<file path="src/rtl/cpu_isa_pkg.sv">
// Shared ISA definitions for the 8-bit processor control path.
// Contents:
//   - opcode constants (IR upper nibble)
//   - control-word width and bit index constants
//   - step_t : T-state enum T0..T4 (3 bits)
//   - state_t: sequencer run state IDLE/RUN/HALT
//   - cw_bit(): one-hot control-word helper
package cpu_isa_pkg;

    localparam int CW_WIDTH = 16;

    localparam logic [3:0] OP_LDA = 4'b0000;
    localparam logic [3:0] OP_ADD = 4'b0001;
    localparam logic [3:0] OP_SUB = 4'b0010;
    localparam logic [3:0] OP_STA = 4'b0100;
    localparam logic [3:0] OP_JMP = 4'b0101;
    localparam logic [3:0] OP_JZ  = 4'b0110;
    localparam logic [3:0] OP_OUT = 4'b1110;
    localparam logic [3:0] OP_HLT = 4'b1111;

    localparam int CW_PC_INC  = 0;
    localparam int CW_PC_OUT  = 1;
    localparam int CW_PC_LOAD = 2;
    localparam int CW_MAR_IN  = 3;
    localparam int CW_RAM_OUT = 4;
    localparam int CW_RAM_IN  = 5;
    localparam int CW_IR_IN   = 6;
    localparam int CW_IR_OUT  = 7;
    localparam int CW_A_IN    = 8;
    localparam int CW_A_OUT   = 9;
    localparam int CW_B_IN    = 10;
    localparam int CW_ALU_OUT = 11;
    localparam int CW_ALU_SUB = 12;
    localparam int CW_OUT_IN  = 13;
    localparam int CW_HALT    = 14;

    typedef enum logic [2:0] {
        T0 = 3'd0,
        T1 = 3'd1,
        T2 = 3'd2,
        T3 = 3'd3,
        T4 = 3'd4
    } step_t;

    typedef enum logic [1:0] {
        ST_IDLE = 2'd0,
        ST_RUN  = 2'd1,
        ST_HALT = 2'd2
    } state_t;

    function automatic logic [CW_WIDTH-1:0] cw_bit(input int idx);
        logic [CW_WIDTH-1:0] w;
        w = '0;
        w[idx] = 1'b1;
        return w;
    endfunction

endpackage

</file>
<file path="src/rtl/control_sequencer_if.sv">
// Handshake/control bundle between the instruction sequencer and its
// surroundings (IR, ALU flags, datapath control).
//   master : drives start/step controls, opcode and zero flag; observes outputs
//   slave  : the sequencer itself
interface control_sequencer_if;
    import cpu_isa_pkg::*;

    logic                ctrl_seq_start;
    logic                ctrl_seq_step_mode;
    logic                ctrl_seq_step_pulse;
    logic [3:0]          ctrl_seq_opcode;
    logic                ctrl_seq_zero_flag;
    logic [CW_WIDTH-1:0] ctrl_seq_word;
    logic [2:0]          ctrl_seq_t;
    logic                ctrl_seq_busy;
    logic                ctrl_seq_halted;
    logic                ctrl_seq_instr_done;

    modport master (
        output ctrl_seq_start, ctrl_seq_step_mode, ctrl_seq_step_pulse,
               ctrl_seq_opcode, ctrl_seq_zero_flag,
        input  ctrl_seq_word, ctrl_seq_t, ctrl_seq_busy, ctrl_seq_halted,
               ctrl_seq_instr_done
    );

    modport slave (
        input  ctrl_seq_start, ctrl_seq_step_mode, ctrl_seq_step_pulse,
               ctrl_seq_opcode, ctrl_seq_zero_flag,
        output ctrl_seq_word, ctrl_seq_t, ctrl_seq_busy, ctrl_seq_halted,
               ctrl_seq_instr_done
    );

endinterface

</file>
<file path="src/rtl/control_decoder.sv">
// Purely combinational microcode decoder.
// Inputs : step (T-state), opcode (IR upper nibble), zero_flag.
// Outputs: word (ungated control word), last (this step ends the instruction).
// Opcode and zero_flag are only looked at in T2..T4; fetch steps are common.
module control_decoder
    import cpu_isa_pkg::*;
(
    input  step_t               step,
    input  logic [3:0]          opcode,
    input  logic                zero_flag,
    output logic [CW_WIDTH-1:0] word,
    output logic                last
);

    always_comb begin
        word = '0;
        last = 1'b0;
        unique case (step)
            T0: word = cw_bit(CW_PC_OUT) | cw_bit(CW_MAR_IN);
            T1: word = cw_bit(CW_RAM_OUT) | cw_bit(CW_IR_IN) | cw_bit(CW_PC_INC);
            T2: begin
                unique case (opcode)
                    OP_LDA, OP_ADD, OP_SUB, OP_STA:
                        word = cw_bit(CW_IR_OUT) | cw_bit(CW_MAR_IN);
                    OP_JMP: begin
                        word = cw_bit(CW_IR_OUT) | cw_bit(CW_PC_LOAD);
                        last = 1'b1;
                    end
                    OP_JZ: begin
                        if (zero_flag)
                            word = cw_bit(CW_IR_OUT) | cw_bit(CW_PC_LOAD);
                        last = 1'b1;
                    end
                    OP_OUT: begin
                        word = cw_bit(CW_A_OUT) | cw_bit(CW_OUT_IN);
                        last = 1'b1;
                    end
                    OP_HLT: begin
                        word = cw_bit(CW_HALT);
                        last = 1'b1;
                    end
                    default: last = 1'b1;   // NOP
                endcase
            end
            T3: begin
                unique case (opcode)
                    OP_LDA: begin
                        word = cw_bit(CW_RAM_OUT) | cw_bit(CW_A_IN);
                        last = 1'b1;
                    end
                    OP_ADD, OP_SUB:
                        word = cw_bit(CW_RAM_OUT) | cw_bit(CW_B_IN);
                    OP_STA: begin
                        word = cw_bit(CW_A_OUT) | cw_bit(CW_RAM_IN);
                        last = 1'b1;
                    end
                    // Unreachable for short instructions; terminate safely.
                    default: last = 1'b1;
                endcase
            end
            T4: begin
                last = 1'b1;
                if (opcode == OP_ADD)
                    word = cw_bit(CW_ALU_OUT) | cw_bit(CW_A_IN);
                else if (opcode == OP_SUB)
                    word = cw_bit(CW_ALU_OUT) | cw_bit(CW_A_IN) | cw_bit(CW_ALU_SUB);
            end
            default: last = 1'b1;   // illegal step encodings fall back to T0
        endcase
    end

endmodule

</file>
<file path="src/rtl/control_sequencer.sv">
// Instruction-level controller: owns the run/halt state and the T-state
// counter, and gates the decoded control word so a stalled step never
// loads twice.
// Ports:
//   ctrl_seq_clk : clock, rising edge
//   ctrl_seq_rst : asynchronous active-high reset
//   bus          : control_sequencer_if.slave (start/step controls, opcode,
//                  zero flag in; control word, step, busy, halted,
//                  instr_done out)
// Parameter SINGLE_STEP_EN=0 forces free-run regardless of step_mode.
module control_sequencer
    import cpu_isa_pkg::*;
#(
    parameter bit SINGLE_STEP_EN = 1'b1
) (
    input  logic                  ctrl_seq_clk,
    input  logic                  ctrl_seq_rst,
    control_sequencer_if.slave    bus
);

    state_t              state_reg, state_next;
    step_t               step_reg, step_next;
    logic [CW_WIDTH-1:0] dec_word;
    logic                dec_last;
    logic                step_mode_eff;
    logic                advance;

    control_decoder u_decoder (
        .step      (step_reg),
        .opcode    (bus.ctrl_seq_opcode),
        .zero_flag (bus.ctrl_seq_zero_flag),
        .word      (dec_word),
        .last      (dec_last)
    );

    assign step_mode_eff = SINGLE_STEP_EN & bus.ctrl_seq_step_mode;
    // Only RUN advances, so start+step_pulse in IDLE never moves the step.
    assign advance = (state_reg == ST_RUN) && (!step_mode_eff || bus.ctrl_seq_step_pulse);

    always_ff @(posedge ctrl_seq_clk or posedge ctrl_seq_rst) begin
        if (ctrl_seq_rst) begin
            state_reg <= ST_IDLE;
            step_reg  <= T0;
        end else begin
            state_reg <= state_next;
            step_reg  <= step_next;
        end
    end

    always_comb begin
        state_next = state_reg;
        step_next  = step_reg;
        unique case (state_reg)
            ST_IDLE: begin
                if (bus.ctrl_seq_start) begin
                    state_next = ST_RUN;
                    step_next  = T0;
                end
            end
            ST_RUN: begin
                if (advance) begin
                    if (dec_last) begin
                        step_next = T0;
                        // The halt bit only appears on the HLT T2 step.
                        if (dec_word[CW_HALT])
                            state_next = ST_HALT;
                    end else begin
                        step_next = step_t'(step_reg + 3'd1);
                    end
                end
            end
            ST_HALT: ;
            default: begin
                state_next = ST_IDLE;
                step_next  = T0;
            end
        endcase
    end

    assign bus.ctrl_seq_word       = advance ? dec_word : '0;
    assign bus.ctrl_seq_t          = step_reg;
    assign bus.ctrl_seq_busy       = (state_reg == ST_RUN);
    assign bus.ctrl_seq_halted     = (state_reg == ST_HALT);
    assign bus.ctrl_seq_instr_done = advance && dec_last;

endmodule

</file>
<file path="src/flat_wrapper.sv">
// flat-port wrapper written by rule: the top's interface ports become plain ports
module control_sequencer_flat import cpu_isa_pkg::*;
#(
    parameter bit SINGLE_STEP_EN = 1'b1
)
  (ctrl_seq_clk, ctrl_seq_rst, bus_ctrl_seq_start, bus_ctrl_seq_step_mode, bus_ctrl_seq_step_pulse, bus_ctrl_seq_opcode, bus_ctrl_seq_zero_flag, bus_ctrl_seq_word, bus_ctrl_seq_t, bus_ctrl_seq_busy, bus_ctrl_seq_halted, bus_ctrl_seq_instr_done);
  control_sequencer_if bus_i ();
  input  logic ctrl_seq_clk;
  input  logic ctrl_seq_rst;
  input wire logic [$bits(bus_i.ctrl_seq_start)-1:0] bus_ctrl_seq_start;
  input wire logic [$bits(bus_i.ctrl_seq_step_mode)-1:0] bus_ctrl_seq_step_mode;
  input wire logic [$bits(bus_i.ctrl_seq_step_pulse)-1:0] bus_ctrl_seq_step_pulse;
  input wire logic [$bits(bus_i.ctrl_seq_opcode)-1:0] bus_ctrl_seq_opcode;
  input wire logic [$bits(bus_i.ctrl_seq_zero_flag)-1:0] bus_ctrl_seq_zero_flag;
  output wire logic [$bits(bus_i.ctrl_seq_word)-1:0] bus_ctrl_seq_word;
  output wire logic [$bits(bus_i.ctrl_seq_t)-1:0] bus_ctrl_seq_t;
  output wire logic [$bits(bus_i.ctrl_seq_busy)-1:0] bus_ctrl_seq_busy;
  output wire logic [$bits(bus_i.ctrl_seq_halted)-1:0] bus_ctrl_seq_halted;
  output wire logic [$bits(bus_i.ctrl_seq_instr_done)-1:0] bus_ctrl_seq_instr_done;
  assign bus_i.ctrl_seq_start = bus_ctrl_seq_start;
  assign bus_i.ctrl_seq_step_mode = bus_ctrl_seq_step_mode;
  assign bus_i.ctrl_seq_step_pulse = bus_ctrl_seq_step_pulse;
  assign bus_i.ctrl_seq_opcode = bus_ctrl_seq_opcode;
  assign bus_i.ctrl_seq_zero_flag = bus_ctrl_seq_zero_flag;
  assign bus_ctrl_seq_word = bus_i.ctrl_seq_word;
  assign bus_ctrl_seq_t = bus_i.ctrl_seq_t;
  assign bus_ctrl_seq_busy = bus_i.ctrl_seq_busy;
  assign bus_ctrl_seq_halted = bus_i.ctrl_seq_halted;
  assign bus_ctrl_seq_instr_done = bus_i.ctrl_seq_instr_done;
  control_sequencer #(.SINGLE_STEP_EN(SINGLE_STEP_EN)) u_core (.ctrl_seq_clk(ctrl_seq_clk), .ctrl_seq_rst(ctrl_seq_rst), .bus(bus_i));
endmodule
</file>
<file path="config.mk">
export PLATFORM = sky130hd
export DESIGN_NAME = control_sequencer_flat
export DESIGN_NICKNAME = d
export VERILOG_FILES = /design/src/rtl/cpu_isa_pkg.sv /design/src/rtl/control_sequencer_if.sv /design/src/rtl/control_decoder.sv /design/src/rtl/control_sequencer.sv /design/src/flat_wrapper.sv
export SDC_FILE = /design/constraint.sdc
export NUM_CORES = 1
export LEC_CHECK = 0
export ABC_AREA = 1
export BUFFER_PORTS_ARGS = -buffer_cell sky130_fd_sc_hd__clkbuf_2
export CORE_AREA = 2 2 40 49
export CTS_BUF_LIST = sky130_fd_sc_hd__clkbuf_8 sky130_fd_sc_hd__clkbuf_16
export DETAILED_ROUTE_END_ITERATION = 8
export DIE_AREA = 0 0 42 51
export MAX_ROUTING_LAYER = met4
export PLACE_DENSITY_LB_ADDON = 0.12
export RECOVER_POWER = 25
export SYNTH_ARGS = -nofsm -noshare
export SYNTH_HDL_FRONTEND = slang
export SYNTH_SLANG_ARGS = --single-unit
</file>
<file path="constraint.sdc">
create_clock -name ctrl_seq_clk -period 1.3 [get_ports ctrl_seq_clk]
set_input_delay 0.26 -clock ctrl_seq_clk [delete_from_list [all_inputs] [get_ports ctrl_seq_clk]]
set_output_delay 0.26 -clock ctrl_seq_clk [all_outputs]
set_load 0.05 [all_outputs]
</file>
==> impl_metrics.prom, run 1 <==
# TYPE chip_impl_metric gauge
chip_impl_metric{name="synth_edf_count",unit=""} 0
chip_impl_metric{name="syn_area",unit="sq um"} 613
chip_impl_metric{name="cts_num_sinks",unit=""} 5
chip_impl_info{name="root_buffer",value="clkbuf_8"} 1
chip_impl_metric{name="fp.dieH",unit="microns"} 51
chip_impl_metric{name="cts-htree-levels",unit=""} 1
chip_impl_metric{name="port_buffers",unit=""} 30
chip_impl_info{name="haltStage",value="global routing"} 1
chip_impl_metric{name="yosys_warnings",unit=""} 0
chip_impl_metric{name="number_of_primary_i_o_pins",unit=""} 32
chip_impl_info{name="worstEpCategory",value="output port"} 1
chip_impl_metric{name="syn-instance-count",unit=""} 93
chip_impl_metric{name="gp_routability_congestion",unit=""} 0.847
chip_impl_metric{name="synth_nets",unit=""} 108
chip_impl_metric{name="placementRows",unit=""} 17
chip_impl_metric{name="clock_tree.buffer_depth",unit=""} 2
chip_impl_metric{name="numCtsBuffers",unit=""} 3
chip_impl_metric{name="synthesis.area_per_instance",unit="sq um"} 6.59
chip_impl_info{name="crit_endpoint",value="bus_ctrl_seq_word[13]"} 1
chip_impl_metric{name="grt_start_max_net_pins",unit=""} 9
chip_impl_metric{name="synth-seq-cells",unit=""} 5
chip_impl_metric{name="dp_hpwl",unit="microns"} 1720
chip_impl_metric{name="ys_seq_area_share",unit="%"} 20.4
chip_impl_info{name="error",value="[ERROR DPL-0033] detailed placement checks failed during check placement."} 1
chip_impl_metric{name="grt_antenna_before_repair",unit=""} 0
chip_impl_metric{name="post_synth_num_cell_types",unit=""} 23
chip_impl_info{name="ys.flop_type",value="dfrtp_1"} 1
chip_impl_info{name="run_status",value="aborted with a tool error"} 1
chip_impl_metric{name="initial_util",unit="%"} 35.6
chip_impl_metric{name="floorplan.die.width",unit="microns"} 42
chip_impl_metric{name="synthArstFlopShare",unit="%"} 100
[cell usage after synthesis (2+ instances only)]
cell type  count  area, sq um
inv_1         13         48.8
inv_2          4         15.0
a21oi_4        2         32.5
a21oi_1        8         40.0
buf_4          2         15.0
o211ai_1       2         15.0
nand2_2        2         12.5
nand3_1        5         25.0
ha_1           5         62.6
dfrtp_1        5          125
nand3_2        2         20.0
nand2_1       17         63.8
nand4_1        5         31.3
nor3_1         2         10.0
nor2_1        10         37.5
nor2_2         2         12.5
[per-stage QoR]
step / cells / worst slack, ps / setup TNS, ps / instance area (sq um) / hold slack, ps
detailed placement: 169 / -430 / -6110 / 1290 / 144
CTS: 178 / -561 / -8760 / 1610 / 359
global placement: 169 / -390 / -5500 / 1290 / 143
floorplan: 93 / -494 / -6360 / 832 / 38.3
[cell families after synthesis]
family,share of synthesized area [%]
buffers and inverters,12.9
other,0.612
adder cells (fa/ha/maj),10.2
AND/OR/NAND/NOR,38.8
flip-flops,20.4
AO/OA/AOI/OAI,17.1
[timing repair]
item / 4_1_cts
setup endpoints to repair: 25
pin swaps: 10
gates cloned: 0
gates resized for setup: 56
endpoints found under the hold margin: 5
hold buffers: 1
setup buffers: 6
==> run 2: changes to the inputs <==
--- a/config.mk
+++ b/config.mk
@@ -7,12 +7,10 @@
 export LEC_CHECK = 0
 export ABC_AREA = 1
 export BUFFER_PORTS_ARGS = -buffer_cell sky130_fd_sc_hd__clkbuf_2
-export CORE_AREA = 2 2 40 49
-export CTS_BUF_LIST = sky130_fd_sc_hd__clkbuf_8 sky130_fd_sc_hd__clkbuf_16
+export CORE_AREA = 2 2 63 65
 export DETAILED_ROUTE_END_ITERATION = 8
-export DIE_AREA = 0 0 42 51
-export MAX_ROUTING_LAYER = met4
-export PLACE_DENSITY_LB_ADDON = 0.12
+export DIE_AREA = 0 0 65 67
+export PLACE_DENSITY_LB_ADDON = 0.15
 export RECOVER_POWER = 25
 export SYNTH_ARGS = -nofsm -noshare
 export SYNTH_HDL_FRONTEND = slang
==> constraint.sdc (replaced) <==
create_clock -name ctrl_seq_clk -period 1.7 [get_ports ctrl_seq_clk]
set_input_delay 0.34 -clock ctrl_seq_clk [delete_from_list [all_inputs] [get_ports ctrl_seq_clk]]
set_output_delay 0.34 -clock ctrl_seq_clk [all_outputs]
set_load 0.05 [all_outputs]
==> run 2 against run 1 <==
Effect of this change:
- the flow now finishes, with violations (negative setup slack)
- synthesized cell count did not move
- area after synthesis unchanged
==> impl_metrics.prom, run 2 <==
# TYPE chip_impl_metric gauge
chip_impl_metric{name="post-route-util",unit="%"} 47.7
chip_impl_metric{name="clock_tree.buffer_depth",unit=""} 2
chip_impl_info{name="regToRegStartpoint",value="u_core.bus.ctrl_seq_t[0]$_DFFE_PP0P_"} 1
chip_impl_info{name="cp_cell_sequence",value="inv_2, ha_4, nand2_4, buf_6, nor4_4, buf_12"} 1
chip_impl_info{name="crit_path_end",value="bus_ctrl_seq_word[13]"} 1
chip_impl_metric{name="detail-route-antenna-nets",unit=""} 0
chip_impl_metric{name="finalHoldViolCount",unit=""} 0
chip_impl_metric{name="post_synth_num_cell_types",unit=""} 23
chip_impl_info{name="timing.critical_path.slowest_stage_cell",value="dfrtp_2"} 1
chip_impl_info{name="yosys.cell_count.top_type",value="nand2_1"} 1
chip_impl_info{name="run_status",value="finished with violations"} 1
chip_impl_metric{name="worst_case_register_to_register_setup_slack",unit="ps"} 180
chip_impl_metric{name="critical-path-max-stage-delay",unit="ps"} 440
chip_impl_metric{name="ir_drop",unit="V"} 0.000304
chip_impl_metric{name="synthesis.area_per_instance",unit="sq um"} 6.59
chip_impl_metric{name="numCtsBuffers",unit=""} 3
chip_impl_metric{name="grt_remaining_overflow",unit=""} 0
chip_impl_metric{name="avgViaCountPerCell",unit=""} 4.13
chip_impl_metric{name="cts_num_sinks",unit=""} 5
chip_impl_metric{name="initial_util",unit="%"} 17.0
chip_impl_metric{name="critical_path_peak_fanout",unit=""} 4
chip_impl_metric{name="yosys.area_share.xor_xnor",unit="%"} 0
chip_impl_metric{name="grt_first_pass_wirelength",unit="microns"} 3850
chip_impl_metric{name="leakagePower",unit="nW"} 0.776
chip_impl_info{name="synth_top_area_cell",value="dfrtp_1"} 1
chip_impl_metric{name="routed_wl",unit="microns"} 2300
chip_impl_metric{name="synth_edf_count",unit=""} 0
chip_impl_metric{name="syn-instance-count",unit=""} 93
chip_impl_metric{name="syn_area",unit="sq um"} 613
chip_impl_metric{name="signal_arrival_time_at_the_worst_endpoint",unit="ps"} 1610
chip_impl_metric{name="worstRegToRegCells",unit=""} 9
chip_impl_info{name="endpoint_kind",value="output port"} 1
chip_impl_metric{name="clkLatencyLatePin",unit="ps"} 220
chip_impl_metric{name="post-layout-total-power",unit="mW"} 0.420
chip_impl_metric{name="yosys-mux-area-fraction",unit="%"} 0
chip_impl_metric{name="crit_buf_inv",unit=""} 3
chip_impl_info{name="critical-path-top-delay-family",value="flip-flops"} 1
chip_impl_metric{name="finish.net_count",unit=""} 180
chip_impl_info{name="regToRegEndpoint",value="u_core.state_reg[0]$_DFFE_PP0P_"} 1
chip_impl_info{name="failed_checks",value="negative setup slack"} 1
chip_impl_metric{name="layout.filler_cells",unit=""} 356
chip_impl_metric{name="synthAdderAreaFrac",unit="%"} 10.2
chip_impl_metric{name="track_usage",unit="%"} 11.6
chip_impl_metric{name="count_of_tritonroute_iterations_in_the_first_routing_pass",unit=""} 4
chip_impl_metric{name="yosys_warnings",unit=""} 0
chip_impl_metric{name="layout-drive-gt1-share",unit="%"} 73.2
chip_impl_info{name="synth_top_cells_by_count",value="nand2_1, inv_1, nor2_1, a21oi_1"} 1
chip_impl_metric{name="synth_compound_gate_area_share",unit="%"} 17.1
chip_impl_metric{name="core",unit="sq um"} 3610
chip_impl_metric{name="slew_violations",unit=""} 0
chip_impl_metric{name="cts-htree-levels",unit=""} 1
chip_impl_metric{name="die-area",unit="sq um"} 4360
chip_impl_metric{name="synth_nets",unit=""} 108
chip_impl_info{name="setup.worst_path.start_class",value="flip-flop"} 1
chip_impl_metric{name="crit_required",unit="ps"} 1360
chip_impl_metric{name="largest_register_ffs",unit=""} 3
chip_impl_metric{name="worst-path-stages",unit=""} 6
chip_impl_metric{name="floorplan.die.width",unit="microns"} 65
chip_impl_metric{name="fmaxAchievable",unit="MHz"} 513
chip_impl_info{name="grt_setup_unrepaired",value="true"} 1
chip_impl_info{name="critical_path_class",value="reg2out"} 1
chip_impl_metric{name="ys_seq_area_share",unit="%"} 20.4
chip_impl_metric{name="skew",unit="ps"} 1.26
chip_impl_info{name="cts_tree",value="done"} 1
chip_impl_metric{name="placementRows",unit=""} 22
chip_impl_metric{name="avgRoutedWirePerCell",unit="microns"} 10.9
chip_impl_metric{name="number_of_primary_i_o_pins",unit=""} 32
chip_impl_metric{name="grt_antenna_before_repair",unit=""} 0
chip_impl_metric{name="worst_setup_hold_path_clk_slew",unit="ps"} 40
chip_impl_info{name="root_buffer",value="clkbuf_8"} 1
chip_impl_metric{name="via_total_after_detailed_routing",unit=""} 875
chip_impl_metric{name="grt_pass1_vias",unit=""} 913
chip_impl_info{name="critPathLaunch",value="u_core.bus.ctrl_seq_t[0]$_DFFE_PP0P_"} 1
chip_impl_metric{name="syn2layout_area_growth",unit="%"} 180
chip_impl_metric{name="grt_start_max_net_pins",unit=""} 9
chip_impl_metric{name="final_min_period_over_clock_period",unit="%"} 115
chip_impl_info{name="yosys-top-cells-area",value="dfrtp_1, nand2_1, ha_1, inv_1, a21oi_1"} 1
chip_impl_metric{name="synth_largest_type_area_fraction",unit="%"} 20.4
chip_impl_info{name="hold_class",value="in2reg"} 1
chip_impl_metric{name="layout_setup_ws",unit="ps"} -250
chip_impl_metric{name="synthArstFlopShare",unit="%"} 100
chip_impl_metric{name="drc",unit=""} 0
chip_impl_metric{name="maxCapViolCount",unit=""} 0
chip_impl_metric{name="power-per-cell-area",unit="nW/um^2"} 244
chip_impl_metric{name="drtIter0Drc",unit=""} 35
chip_impl_info{name="mostFrequentLayoutCells",value="buf_4, nand2_1, clkbuf_2, buf_12"} 1
chip_impl_metric{name="synth-seq-cells",unit=""} 5
chip_impl_metric{name="final-setup-viol-count",unit=""} 16
chip_impl_metric{name="port_buffers",unit=""} 30
chip_impl_info{name="largest_family_of_logic_cells_by_synthesized_area",value="simple AND/OR/NAND/NOR gates"} 1
chip_impl_info{name="ys.flop_type",value="dfrtp_1"} 1
chip_impl_metric{name="antenna_cells",unit=""} 0
chip_impl_metric{name="fp.dieH",unit="microns"} 67
chip_impl_info{name="leading_cell_type_in_the_layout_fill_and_taps_excluded",value="buf_4"} 1
chip_impl_metric{name="dp_hpwl",unit="microns"} 1930
chip_impl_metric{name="layout_min_cycle_time",unit="ps"} 1950
chip_impl_metric{name="synthSimpleGateAreaFrac",unit="%"} 38.8
chip_impl_metric{name="gp_routability_congestion",unit=""} 0.832
==> run 2: cell counts after synthesis <==
No cell type changed its count.
==> run 2: layer usage <==
layer / track usage, % / wire length (microns)
met5: 0 / 0
met4: 7.18 / 65
met2: 20.7 / 1200
met1: 12.7 / 900
met3: 1.86 / 138
==> run 2: worst min-delay path by stage <==
stage,start,to,cells after the start
finish,bus_ctrl_seq_start,u_core.state_reg[0]$_DFFE_PP0P_,3
global route,bus_ctrl_seq_start,u_core.state_reg[0]$_DFFE_PP0P_,3
CTS,bus_ctrl_seq_start,u_core.state_reg[0]$_DFFE_PP0P_,3
detailed placement,ctrl_seq_rst,u_core.state_reg[0]$_DFFE_PP0P_,2
global placement,ctrl_seq_rst,u_core.state_reg[0]$_DFFE_PP0P_,2
floorplan,ctrl_seq_rst,u_core.state_reg[0]$_DFFE_PP0P_,1
==> run 2: cells by family after synthesis <==
| group | after synthesis |
|---|---|
| fa+ha+maj | 5 |
| compound gates | 15 |
| flops | 5 |
| other cells | 1 |
| buf+inv | 19 |
| simple gates | 48 |
==> run 2: per-stage QoR <==
step	instance area [sq um]	cells	TNS (ps)	setup WS, ps	hold WS, ps
2_1_floorplan	827	93	-1250	-174	118
3_3_place_gp	1450	201	-123	-65.6	227
3_5_place_dp	1450	201	-270	-111	228
4_1_cts	1680	212	-3060	-244	463
5_1_grt	1720	212	-3460	-282	487
6_report	1720	212	-2550	-250	450
==> run 2: final cells by class <==
class                      count  area, sq um  area share (%)
multi-input combinational     69          689            40.1
sequential                     5          129            7.50
inverter                      17         78.8            4.59
tap                           48         60.1            3.49
clock buffer                   4         45.0            2.62
timing repair buffer          69          717            41.7
==> run 2: report_power, final <==
part	total, mW	switching, mW	internal (mW)
Clock	0.223	0.0615	0.161
Sequential	0.120	0	0.120
Combinational	0.0778	0.0425	0.0354
==> run 2: timing repair <==
action / CTS / global route
hold buffers: 1 / 0
pin swaps: 12 / 10
hold endpoints to repair: 5 / 0
endpoints found under the setup margin: 16 / 16
cloned: 0 / 0
gates resized for setup: 30 / 13
buffers inserted: 6 / 0
==> run 2: tightest hold or removal path, cell delays in order <==
cell and delay (ps):
clkbuf_2 80, a21oi_1 90, a21oi_1 120
No activity file was read; power rests on OpenSTA's default activity.
==> run 3: changes to the inputs <==
--- a/config.mk
+++ b/config.mk
@@ -7,9 +7,12 @@
 export LEC_CHECK = 0
 export ABC_AREA = 1
 export BUFFER_PORTS_ARGS = -buffer_cell sky130_fd_sc_hd__clkbuf_2
+export CELL_PAD_IN_SITES_DETAIL_PLACEMENT = 2
+export CELL_PAD_IN_SITES_GLOBAL_PLACEMENT = 2
 export CORE_AREA = 2 2 63 65
 export DETAILED_ROUTE_END_ITERATION = 8
 export DIE_AREA = 0 0 65 67
+export MAX_ROUTING_LAYER = met4
 export PLACE_DENSITY_LB_ADDON = 0.15
 export RECOVER_POWER = 25
 export SYNTH_ARGS = -nofsm -noshare
==> run 3 against run 2 <==
Effect of this change:
- final cell count is 3.3% lower
- critical endpoint is now bus_ctrl_seq_word[9]
- the run still ends with negative setup slack left
- wire length grew 26%
- critical path type unchanged
- first-iteration DRC count fell by 80%
- worst hold slack gained 12 ps
==> impl_metrics.prom, run 3 (synthesis results as in run 2) <==
# TYPE chip_impl_metric gauge
chip_impl_metric{name="via_total_after_detailed_routing",unit=""} 895
chip_impl_info{name="timing.critical_path.slowest_stage_cell",value="dfrtp_2"} 1
chip_impl_metric{name="syn2layout_area_growth",unit="%"} 170
chip_impl_metric{name="power-per-cell-area",unit="nW/um^2"} 253
chip_impl_metric{name="gp_routability_congestion",unit=""} 0.729
chip_impl_metric{name="drtIter0Drc",unit=""} 7
chip_impl_metric{name="power_frac_clock",unit="%"} 53.1
chip_impl_metric{name="grt_pass1_vias",unit=""} 1051
chip_impl_info{name="critical_path_class",value="reg2out"} 1
chip_impl_metric{name="number_of_cells_in_the_finished_layout_apart_from_fillers",unit=""} 205
chip_impl_metric{name="signal_arrival_time_at_the_worst_endpoint",unit="ps"} 1570
chip_impl_metric{name="track_usage",unit="%"} 15.3
chip_impl_info{name="mostFrequentLayoutCells",value="buf_4, buf_12, nand2_1, clkbuf_2, inv_1"} 1
chip_impl_metric{name="antenna_cells",unit=""} 0
chip_impl_metric{name="grt_first_pass_wirelength",unit="microns"} 4890
chip_impl_metric{name="die-area",unit="sq um"} 4360
chip_impl_metric{name="avgViaCountPerCell",unit=""} 4.37
chip_impl_metric{name="crit_required",unit="ps"} 1360
chip_impl_metric{name="critical-path-max-stage-delay",unit="ps"} 440
chip_impl_metric{name="layout-drive-gt1-share",unit="%"} 72.0
chip_impl_metric{name="fmaxAchievable",unit="MHz"} 524
chip_impl_metric{name="internal_power",unit="mW"} 0.314
chip_impl_metric{name="ir_drop",unit="V"} 0.000400
chip_impl_metric{name="final.setup.tns",unit="ps"} -2430
chip_impl_metric{name="clkLatencyLatePin",unit="ps"} 220
chip_impl_metric{name="grt_antenna_before_repair",unit=""} 0
chip_impl_info{name="hold_class",value="in2reg"} 1
chip_impl_metric{name="placementRows",unit=""} 22
chip_impl_metric{name="clock_tree.buffer_depth",unit=""} 2
chip_impl_metric{name="dp.cells",unit=""} 195
chip_impl_metric{name="final-setup-viol-count",unit=""} 16
chip_impl_metric{name="share_comb_of_total_power",unit="%"} 18.3
chip_impl_metric{name="grt_remaining_overflow",unit=""} 0
chip_impl_metric{name="netSwitchingPower",unit="mW"} 0.105
chip_impl_info{name="cts_tree",value="done"} 1
chip_impl_metric{name="largest_register_ffs",unit=""} 3
chip_impl_metric{name="count_of_tritonroute_iterations_in_the_first_routing_pass",unit=""} 3
chip_impl_metric{name="maxCapViolCount",unit=""} 0
chip_impl_metric{name="cts_num_sinks",unit=""} 5
chip_impl_info{name="leading_cell_type_in_the_layout_fill_and_taps_excluded",value="buf_4"} 1
chip_impl_metric{name="layout_min_cycle_time",unit="ps"} 1910
chip_impl_info{name="grt_setup_unrepaired",value="true"} 1
chip_impl_info{name="run_status",value="finished with violations"} 1
chip_impl_metric{name="numCtsBuffers",unit=""} 3
chip_impl_metric{name="core",unit="sq um"} 3610
chip_impl_metric{name="post-layout-total-power",unit="mW"} 0.419
chip_impl_metric{name="grt_start_max_net_pins",unit=""} 9
chip_impl_metric{name="layout_setup_ws",unit="ps"} -208
chip_impl_metric{name="port_buffers",unit=""} 30
chip_impl_info{name="failed_checks",value="negative setup slack"} 1
chip_impl_metric{name="final_design_area_no_fill",unit="sq um"} 1660
chip_impl_info{name="highest-signal-layer",value="met4"} 1
chip_impl_metric{name="met2RoutedLength",unit="microns"} 1720
chip_impl_metric{name="initial_util",unit="%"} 17.0
chip_impl_metric{name="cts-htree-levels",unit=""} 1
chip_impl_metric{name="slew_violations",unit=""} 0
chip_impl_metric{name="drc",unit=""} 0
chip_impl_info{name="root_buffer",value="clkbuf_8"} 1
chip_impl_info{name="cp_cell_sequence",value="inv_2, ha_4, nand2_8, nor2_4, nand3_4, a21oi_4, buf_12"} 1
chip_impl_metric{name="detail-route-antenna-nets",unit=""} 0
chip_impl_metric{name="final_min_period_over_clock_period",unit="%"} 112
chip_impl_metric{name="met3WireLength",unit="microns"} 96
chip_impl_metric{name="skew",unit="ps"} 1.73
chip_impl_metric{name="sequentialPowerShare",unit="%"} 28.6
chip_impl_metric{name="critical_path_peak_fanout",unit=""} 5
chip_impl_info{name="endpoint_kind",value="output port"} 1
chip_impl_metric{name="fp.dieH",unit="microns"} 67
chip_impl_metric{name="number_of_primary_i_o_pins",unit=""} 32
chip_impl_metric{name="dp_hpwl",unit="microns"} 2430
chip_impl_metric{name="worst_setup_hold_path_clk_slew",unit="ps"} 40
chip_impl_metric{name="placed_instance_area",unit="sq um"} 1420
chip_impl_metric{name="wirelength_met1",unit="microns"} 1070
chip_impl_metric{name="finalHoldViolCount",unit=""} 0
chip_impl_metric{name="leakagePower",unit="nW"} 0.757
chip_impl_info{name="setup.worst_path.start_class",value="flip-flop"} 1
chip_impl_metric{name="sw_frac_of_total",unit="%"} 25.1
chip_impl_metric{name="floorplan.die.width",unit="microns"} 65
chip_impl_metric{name="avgRoutedWirePerCell",unit="microns"} 14.2
chip_impl_metric{name="routed_wl",unit="microns"} 2910
chip_impl_metric{name="finish.net_count",unit=""} 173
run 3: changes by cell type in the layout (fill, tap and decap cells not counted), moves of 2 or more:
cell / delta
clkbuf_8: -3
nand3_2: -2
buf_6: -2
buf_4: -2
run 3: stage by stage:
stage	setup slack, ps	util (%)	hold WS, ps
2_1_floorplan	-174	-	118
3_3_place_gp	-63.9	39.4	229
3_5_place_dp	-178	39.4	235
4_1_cts	-221	45.1	472
5_1_grt	-260	46.0	511
6_report	-208	46.0	462
run 3: cell type report:
type	instances	area [sq um]
Timing Repair Buffer	62	648
Tap cell	48	60.1
Inverter	17	71.3
Multi-Input combinational cell	69	704
Sequential cell	5	129
Fill cell	405	1950
Clock buffer	4	45.0
run 3: final timing paths:
| path | startpoint | endpoint | slack [ps] | cells past startpoint |
|---|---|---|---|---|
| setup / recovery | u_core.bus.ctrl_seq_t[0]$_DFFE_PP0P_ | bus_ctrl_seq_word[9] | -210 | 7 |
| max in group asynchronous | ctrl_seq_rst | u_core.bus.ctrl_seq_t[1]$_DFFE_PP0P_ | 950 | 3 |
| hold reg to reg | u_core.state_reg[0]$_DFFE_PP0P_ | u_core.state_reg[0]$_DFFE_PP0P_ | 640 | 2 |
| setup reg to reg | u_core.state_reg[1]$_DFFE_PP0P_ | u_core.state_reg[0]$_DFFE_PP0P_ | 160 | 9 |
| min in group asynchronous | ctrl_seq_rst | u_core.state_reg[0]$_DFFE_PP0P_ | 550 | 3 |
| hold / removal | bus_ctrl_seq_start | u_core.state_reg[0]$_DFFE_PP0P_ | 460 | 3 |
run 3: routing by layer:
metal  global-route usage [%]  vias to the layer above
li1                         -                      433
met3                     2.03                        2
met1                     14.8                      437
met5                        -                        -
met4                     2.39                        0
met2                     32.3                       23
run 3: worst max-delay path: cells and delay by family, from the launching register on:
family	cells	cell delay [ps]
AOI/OAI and AO/OA	1	180
adders and majority gates	1	170
buffers and inverters	2	240
DFF	1	440
and+or+nand+nor	3	310
run 3: power groups by stage:
| stage | Clock, mW | Combinational (mW) | Sequential, mW |
|---|---|---|---|
| final | 0.222 | 0.0768 | 0.120 |
| after global routing | 0.236 | 0.0843 | 0.120 |
| after CTS | 0.229 | 0.0763 | 0.120 |
| after detailed placement | 0 | 0.0725 | 0.121 |
| after global placement | 0 | 0.0702 | 0.121 |
| after floorplan | 0 | 0.0318 | 0.121 |
run 3: timing repair:
action                                 4_1_cts  5_1_grt
endpoints found under the hold margin        3        0
resized for setup                           32        9
hold buffers                                 1        0
pin swaps                                   11        3
setup buffers                                4        1
setup endpoints to repair                   16       16
